--- src/rtl/serial_add_ctrl.sv ---
`default_nettype none
// ============================================================================
// Module   : serial_add_ctrl
// Purpose  : Sequencer for a bit-serial adder: accepts parallel operands,
//            streams them LSB-first, reassembles the sum and final carry.
// Revision : 1.0 - initial release
// ============================================================================
module serial_add_ctrl #(
    parameter int WIDTH = 8
) (
    input  logic             clk,
    input  logic             rst,
    input  logic             start,
    input  logic [WIDTH-1:0] a_in,
    input  logic [WIDTH-1:0] b_in,
    output logic             ready,
    output logic             busy,
    output logic             done,
    output logic [WIDTH-1:0] sum_out,
    output logic             cout_out,
    output logic             add_rst,
    output logic             add_a,
    output logic             add_b,
    input  logic             add_f,
    input  logic             add_cout
);

    localparam int c_CNT_W = $clog2(WIDTH + 1);

    typedef enum logic [2:0] {
        S_IDLE  = 3'd0,
        S_CLEAR = 3'd1,
        S_SHIFT = 3'd2,
        S_DRAIN = 3'd3,
        S_DONE  = 3'd4
    } state_t;

    state_t             r_state;
    state_t             w_next;
    logic [WIDTH-1:0]   r_a_sr;
    logic [WIDTH-1:0]   r_b_sr;
    logic [WIDTH-1:0]   r_sum_sr;
    logic [c_CNT_W-1:0] r_cnt;
    logic               w_last;

    assign w_last = (r_cnt == c_CNT_W'(WIDTH - 1));

    always_ff @(posedge clk) begin
        if (!rst) begin
            r_state  <= S_IDLE;
            r_a_sr   <= '0;
            r_b_sr   <= '0;
            r_sum_sr <= '0;
            r_cnt    <= '0;
            sum_out  <= '0;
            cout_out <= 1'b0;
        end else begin
            r_state <= w_next;
            case (r_state)
                S_IDLE: begin
                    if (start) begin
                        r_a_sr <= a_in;
                        r_b_sr <= b_in;
                    end
                end
                S_CLEAR: begin
                    r_cnt <= '0;
                end
                S_SHIFT: begin
                    r_a_sr <= r_a_sr >> 1;
                    r_b_sr <= r_b_sr >> 1;
                    r_cnt  <= r_cnt + c_CNT_W'(1);
                    // add_f lags the applied bits by one cycle, so nothing is valid at cnt=0
                    if (r_cnt != '0) begin
                        r_sum_sr <= {add_f, r_sum_sr[WIDTH-1:1]};
                    end
                end
                S_DRAIN: begin
                    sum_out  <= {add_f, r_sum_sr[WIDTH-1:1]};
                    cout_out <= add_cout;
                end
                default: ;
            endcase
        end
    end

    always_comb begin
        w_next  = S_IDLE;
        ready   = 1'b0;
        done    = 1'b0;
        add_rst = 1'b0;
        add_a   = 1'b0;
        add_b   = 1'b0;
        case (r_state)
            S_IDLE: begin
                ready   = 1'b1;
                add_rst = 1'b1;
                w_next  = start ? S_CLEAR : S_IDLE;
            end
            S_CLEAR: begin
                add_rst = 1'b1;
                w_next  = S_SHIFT;
            end
            S_SHIFT: begin
                add_a  = r_a_sr[0];
                add_b  = r_b_sr[0];
                w_next = w_last ? S_DRAIN : S_SHIFT;
            end
            S_DRAIN: begin
                w_next = S_DONE;
            end
            S_DONE: begin
                done   = 1'b1;
                w_next = S_IDLE;
            end
            default: w_next = S_IDLE;
        endcase
        // Hold the adder cleared for as long as reset is asserted
        if (!rst) begin
            add_rst = 1'b1;
        end
    end

    assign busy = ~ready;

endmodule
`default_nettype wire
--- config.mk ---
export PLATFORM = sky130hd
export DESIGN_NAME = serial_add_ctrl
export DESIGN_NICKNAME = d
export VERILOG_FILES = /design/src/rtl/serial_add_ctrl.sv
export SDC_FILE = /design/constraint.sdc
export NUM_CORES = 1
export LEC_CHECK = 0
export CAP_MARGIN = 30
export CORE_MARGIN = 2
export CORE_UTILIZATION = 45
export CTS_BUF_LIST = sky130_fd_sc_hd__clkbuf_16
export CTS_CLUSTER_SIZE = 8
export DETAILED_ROUTE_END_ITERATION = 6
export PLACE_DENSITY = 0.71
export SYNTH_ARGS = -nofsm -noshare
export SYNTH_HDL_FRONTEND = slang
export SYNTH_SLANG_ARGS = --single-unit
--- constraint.sdc ---
create_clock -name clk -period 3.89 [get_ports clk]
set_input_delay 0.389 -clock clk [delete_from_list [all_inputs] [get_ports clk]]
set_output_delay 0.389 -clock clk [all_outputs]
set_load 0.01 [all_outputs]
==> impl_metrics.py, run 1 <==
metrics = {
    "run_status": {
        "outcome": "completed",
    },
    "logic_synthesis": {
        "synth-main-ff-cell": "dfxtp_1",
        "synth.largest_area_cell": "dfxtp_1",
        "synth-seq-area-share_pct": 43.5,
        "ys_top_cells_by_area": "dfxtp_1, mux2i_1, a211oi_2, nor3_1, nor2_1",
        "synthesis.nets": 205,
        "syn_area_mm2": 0.00180,
        "synthCells": 182,
        "synthArstFlopShare_pct": 0,
        "yosysWarnings": 0,
        "avgSynthCellArea_um2": 9.87,
        "synth_seq_cells": 39,
        "ys_types": 36,
        "yosys.area.top_type_share_pct": 43.5,
        "synth_edf_count": 0,
    },
    "setup_path": {
        "critPathRequiredTime_ns": 3.50,
        "cp_top_family": "simple AND/OR/NAND/NOR gates",
        "slowest_stage": "nor3b_4",
        "worstSetupEndpointType": "output pin",
        "cp-start-kind": "flop",
        "crit_path_cell_trace": "buf_4 > nor3b_4 > and2_1 > clkdlybuf4s50_1",
        "critPathArrivalTime_ns": 2.46,
        "cpPeakStageDelay_ns": 0.75,
        "cp_max_fo": 29,
        "criticalPathCategory": "flop to output pin",
        "crit_buf_inv": 2,
    },
    "sta": {
        "setup_tns_ns": 0,
        "setup_violations": 0,
        "finalCriticalPeriod_ns": 2.85,
        "fmax_ghz": 0.351,
        "finalCritPeriodShare_pct": 73.2,
        "drv_slew": 0,
        "worst_slack_ns": 1.04,
        "rsz0062_at_grt": "no",
        "worst_pin_slew_ns": 0.811,
        "slew_headroom_pct": 45.8,
        "finalClockSkew_ns": 0.00376,
        "hold_violations": 0,
    },
    "floorplanning": {
        "coreArea_mm2": 0.00374,
        "dieArea_mm2": 0.00451,
        "start_util_pct": 48.0,
        "io_pins": 36,
        "row_count": 22,
        "die_h_um": 67.2,
        "die_x_um": 67.2,
    },
    "clock_network": {
        "cts_made_buffers": 5,
        "postCtsSetupRepairBufs": 0,
        "cts.hold.buffers_added": 0,
        "cts_max_path_buffers": 2,
        "cts-root-buf": "clkbuf_16",
        "cts_tree": "built",
        "clkLatencyLatePin_ns": 0.28,
        "clock-sinks": 39,
        "post_cts_resize_count": 0,
        "path_clk_slew_ns": 0.06,
        "ctsHtreeMaxLevel": 2,
    },
    "final_layout": {
        "syn2layout_area_growth_pct": 26.0,
        "fin_nets": 233,
        "layout_commonest_cell": "dfxtp_1",
        "fin_cells": 259,
        "num_antenna_cells": 0,
        "drive_above_1_share_pct": 10.4,
        "nFillCells": 328,
        "layout_common_cells": "dfxtp_1, clkdlybuf4s50_1, mux2i_1, nor3_1, nor2_1",
        "design_area_mm2": 0.00226,
    },
    "power": {
        "p_switching_mw": 0.263,
        "swShare_pct": 26.2,
        "ir_worst_vdd_mv": 0.277,
        "pwr_density_cell_mw_per_mm2": 444,
        "p_int_mw": 0.741,
        "p_seq_share_pct": 44.2,
        "p_leak_nw": 0.844,
        "total_power_mw": 1.00,
        "power_frac_comb_pct": 16.0,
        "power_frac_clock_pct": 39.8,
    },
    "routing": {
        "totalWireLength_um": 3590,
        "drc_errors": 0,
        "firstDrtPassIters": 4,
        "antenna_left": 0,
        "vias": 1403,
        "dr.first_iter.drc_count": 114,
        "viasPerCell": 5.42,
        "wl_per_cell_um": 13.9,
    },
    "placement": {
        "pre_cts_ws_ns": 1.33,
        "postPlaceCellArea_mm2": 0.00212,
        "place_inst": 251,
        "gp_congestion": 0.758,
        "port_buffers": 35,
        "dp_hpwl_um": 2380,
    },
    "global_routing": {
        "grt_pass1_wl_um": 5960,
        "grt_overflow_total": 0,
        "grt_pass1_vias": 1318,
        "grt_max_degree": 30,
        "antenna_found_initial": 0,
        "grt_usage_pct": 17.9,
    },
    "job": {
        "drv_cap": 0,
    },
    "hold_path": {
        "hp-class": "flop to flop",
    },
}
final timing paths:
path | start | to | slack, ns | cells after the start
worst max-delay path | r_state[1]$_SDFF_PN0_ | add_a | 1.04 | 4
worst min-delay path | r_b_sr[7]$_SDFFE_PN0P_ | r_b_sr[7]$_SDFFE_PN0P_ | 0.46 | 2
worst max register to register | r_state[1]$_SDFF_PN0_ | r_sum_sr[2]$_SDFFE_PN0P_ | 1.36 | 4
worst min register to register | r_b_sr[7]$_SDFFE_PN0P_ | r_b_sr[7]$_SDFFE_PN0P_ | 0.46 | 2
synth_stat cells, types with 3 or more instances:
library cell and instances:
nor2_1 15, and2_1 3, buf_4 3, mux2i_1 30, o21ai_0 3, buf_2 5, nand2_1 11, a211oi_2 8
dfxtp_1 39, nor3_1 15, clkbuf_1 3, a211oi_1 6, nand3_1 5, inv_1 5, a21oi_1 4
stage by stage:
step | utilization, % | hold WS [ns]
5_1_grt | 60.5 | 0.476
2_1_floorplan | - | 0.434
3_5_place_dp | 56.6 | 0.456
3_3_place_gp | 56.6 | 0.448
6_report | 60.5 | 0.462
4_1_cts | 60.5 | 0.465
worst min-delay path, delay by kind of cell, from the launching register on:
| kind | cells | cell delay [ns] |
|---|---|---|
| flip-flops | 1 | 0.31 |
| AND/OR/NAND/NOR | 1 | 0.07 |
| AO/OA/AOI/OAI | 1 | 0.04 |
layer usage:
layer | vias to the layer above | part of all wire [%] | track usage [%]
met5 | - | 0 | 0
met4 | 0 | 1.5 | 6.89
met3 | 6 | 5.3 | 6.00
met2 | 35 | 47 | 28.2
met1 | 665 | 46 | 22.8
li1 | 697 | - | -
power groups by stage:
| stage | clock, mW | combinational [mW] | sequential (mW) |
|---|---|---|---|
| floorplan | 0 | 0.128 | 0.447 |
| global placement | 0 | 0.156 | 0.451 |
| detailed placement | 0 | 0.162 | 0.452 |
| CTS | 0.401 | 0.163 | 0.443 |
| global route | 0.421 | 0.177 | 0.447 |
| finish | 0.400 | 0.161 | 0.444 |
final cells by class:
type                    instances  area, µm²  area share [%]
clock buffers                   5        125            5.53
well taps                      48       60.1            2.65
repair buffers                 37        365            16.1
inverters                       6       22.5           0.995
flip-flops and latches         39        781            34.5
clock inverters                 3       20.0           0.884
multi-input cells             121        890            39.3
cells by family after synthesis:
family,Yosys count,synth area share (%)
AOI/OAI and AO/OA,29,13.4
muxes,30,16.7
adders and majority gates,2,1.39
and+or+nand+nor,59,17.5
xor gates and xnor gates,1,0.488
buffers and inverters,22,7.03
DFF,39,43.5
state kept, by name, indices dropped and copies added, names as in the netlist:
signal,count
r_a_sr,8
r_b_sr,8
sum_out,8
r_sum_sr,7
r_cnt,4
r_state,3
cout_out,1
No activity file was read; power rests on OpenSTA's default activity.
==> inputs of run 2 (changes only) <==
==> constraint.sdc (replaced) <==
create_clock -name clk -period 2.81 [get_ports clk]
set_input_delay 0.281 -clock clk [delete_from_list [all_inputs] [get_ports clk]]
set_output_delay 0.281 -clock clk [all_outputs]
set_load 0.01 [all_outputs]
==> run 2 against run 1 <==
  * Count of clock-buffer cells in the layout is the same
  * Sequential power grew 39%
  * Sequential share of layout area shrank 0.69 points
  * Global-route usage shrank 0.40 points
  * Hold slack gained 0.0040 ns
  * Total power grew 47%
  * Sequential cell count is the same
  * Routed wire length shrank 1.2%
  * Via count shrank 0.50%
  * Critical path depth shrank 1
  * Largest cell class unchanged
  * Highest routed layer unchanged
==> impl_metrics.py, run 2 (synthesis results as in run 1) <==
metrics = {
    "routing": {
        "totalWireLength_um": 3550,
        "firstDrtPassIters": 5,
        "viasPerCell": 5.33,
        "dr.first_iter.drc_count": 63,
        "vias": 1396,
        "wl_per_cell_um": 13.5,
        "antenna_left": 0,
        "drc_errors": 0,
    },
    "floorplanning": {
        "die_h_um": 67.2,
        "dieArea_mm2": 0.00451,
        "row_count": 22,
        "coreArea_mm2": 0.00374,
        "start_util_pct": 48.0,
        "die_x_um": 67.2,
        "io_pins": 36,
    },
    "power": {
        "pwr_density_cell_mw_per_mm2": 639,
        "p_seq_share_pct": 41.8,
        "total_power_mw": 1.48,
        "swShare_pct": 24.2,
        "p_int_mw": 1.12,
        "ir_worst_vdd_mv": 0.325,
        "p_leak_nw": 0.878,
        "p_switching_mw": 0.357,
        "power_frac_comb_pct": 15.1,
        "power_frac_clock_pct": 43.1,
    },
    "clock_network": {
        "cts-root-buf": "clkbuf_16",
        "ctsHtreeMaxLevel": 2,
        "clock-sinks": 39,
        "cts_made_buffers": 5,
        "cts_max_path_buffers": 2,
        "cts.hold.buffers_added": 0,
        "post_cts_resize_count": 0,
        "postCtsSetupRepairBufs": 0,
        "path_clk_slew_ns": 0.06,
        "clkLatencyLatePin_ns": 0.28,
        "cts_tree": "built",
    },
    "sta": {
        "fmax_ghz": 0.424,
        "rsz0062_at_grt": "no",
        "worst_pin_slew_ns": 0.711,
        "finalCriticalPeriod_ns": 2.36,
        "finalCritPeriodShare_pct": 83.9,
        "hold_violations": 0,
        "drv_slew": 0,
        "worst_slack_ns": 0.453,
        "setup_violations": 0,
        "hold-worst-slack_ns": 0.466,
        "finalClockSkew_ns": 0.00636,
        "setup_tns_ns": 0,
        "slew_headroom_pct": 52.6,
    },
    "global_routing": {
        "grt_max_degree": 29,
        "grt_usage_pct": 17.5,
        "grt_pass1_wl_um": 5980,
        "grt_overflow_total": 0,
        "antenna_found_initial": 0,
        "grt_pass1_vias": 1337,
    },
    "job": {
        "drv_cap": 0,
    },
    "final_layout": {
        "nFillCells": 330,
        "biggestRegsByFlops": "r_a_sr: 8 flops, r_b_sr: 8 flops, sum_out: 8 flops",
        "design_area_mm2": 0.00231,
        "fin_cells": 262,
        "fin_util_pct": 61.7,
        "fin_nets": 236,
        "layout_common_cells": "dfxtp_1, clkdlybuf4s50_1, mux2i_1, nor3_1, nor2_1",
        "drive_above_1_share_pct": 11.7,
        "syn2layout_area_growth_pct": 28.6,
        "num_antenna_cells": 0,
        "layout_commonest_cell": "dfxtp_1",
    },
    "placement": {
        "dp_hpwl_um": 2380,
        "postPlaceCellArea_mm2": 0.00214,
        "place_inst": 254,
        "gp_congestion": 0.754,
        "port_buffers": 35,
        "pre_cts_ws_ns": 0.682,
    },
    "setup_path": {
        "cp-start-kind": "flop",
        "critPathArrivalTime_ns": 2.08,
        "cp_max_fo": 14,
        "criticalPathCategory": "flop to output pin",
        "worstSetupEndpointType": "output pin",
        "rrSetupSlack_ns": 0.78,
        "critPathRequiredTime_ns": 2.53,
    },
    "run_status": {
        "outcome": "completed",
    },
    "hold_path": {
        "hp-class": "flop to flop",
    },
}
run 2: cell count changes in the layout (fill, tap and decap cells not counted):
cell        previous run  this run
clkinv_4               0         1
clkinvlp_4             2         0
bufinv_16              0         1
buf_4                  2         5
run 2: power by group through the flow:
stage | logic [mW] | registers (mW) | clock network, mW
final | 0.224 | 0.617 | 0.636
after global routing | 0.245 | 0.621 | 0.672
after CTS | 0.226 | 0.616 | 0.648
after detailed placement | 0.225 | 0.628 | 0
after global placement | 0.218 | 0.626 | 0
after floorplan | 0.177 | 0.619 | 0
run 2: path summary, 6_finish.rpt:
kind,start,to,cells after the start
max,r_state[2]$_SDFF_PN0_,add_b,3
min,r_b_sr[7]$_SDFFE_PN0P_,r_b_sr[7]$_SDFFE_PN0P_,2
max reg2reg,r_state[2]$_SDFF_PN0_,r_b_sr[5]$_SDFFE_PN0P_,3
min reg2reg,r_b_sr[7]$_SDFFE_PN0P_,r_b_sr[7]$_SDFFE_PN0P_,2
run 2: layer usage:
layer | up-vias | GRT usage, % | wire length (µm)
met1 | 662 | 22.5 | 1690
met5 | - | 0 | 0
li1 | 706 | - | -
met2 | 24 | 28.3 | 1700
met4 | 0 | 7.14 | 40
met3 | 4 | 4.17 | 120
run 2: area by class of cell:
class / count / area (µm²) / area share (%)
well taps: 48 / 60.1 / 2.60
inverters: 6 / 22.5 / 0.975
flip-flops and latches: 39 / 781 / 33.8
repair buffers: 40 / 388 / 16.8
clock inverters: 3 / 43.8 / 1.90
clock buffers: 5 / 125 / 5.42
multi-input cells: 121 / 890 / 38.5
run 2: worst max-delay path: stages (launching register included):
cell and delay, ns:
dfxtp_1 0.48, nor3b_4 0.58, and2_1 0.20, clkdlybuf4s50_1 0.54
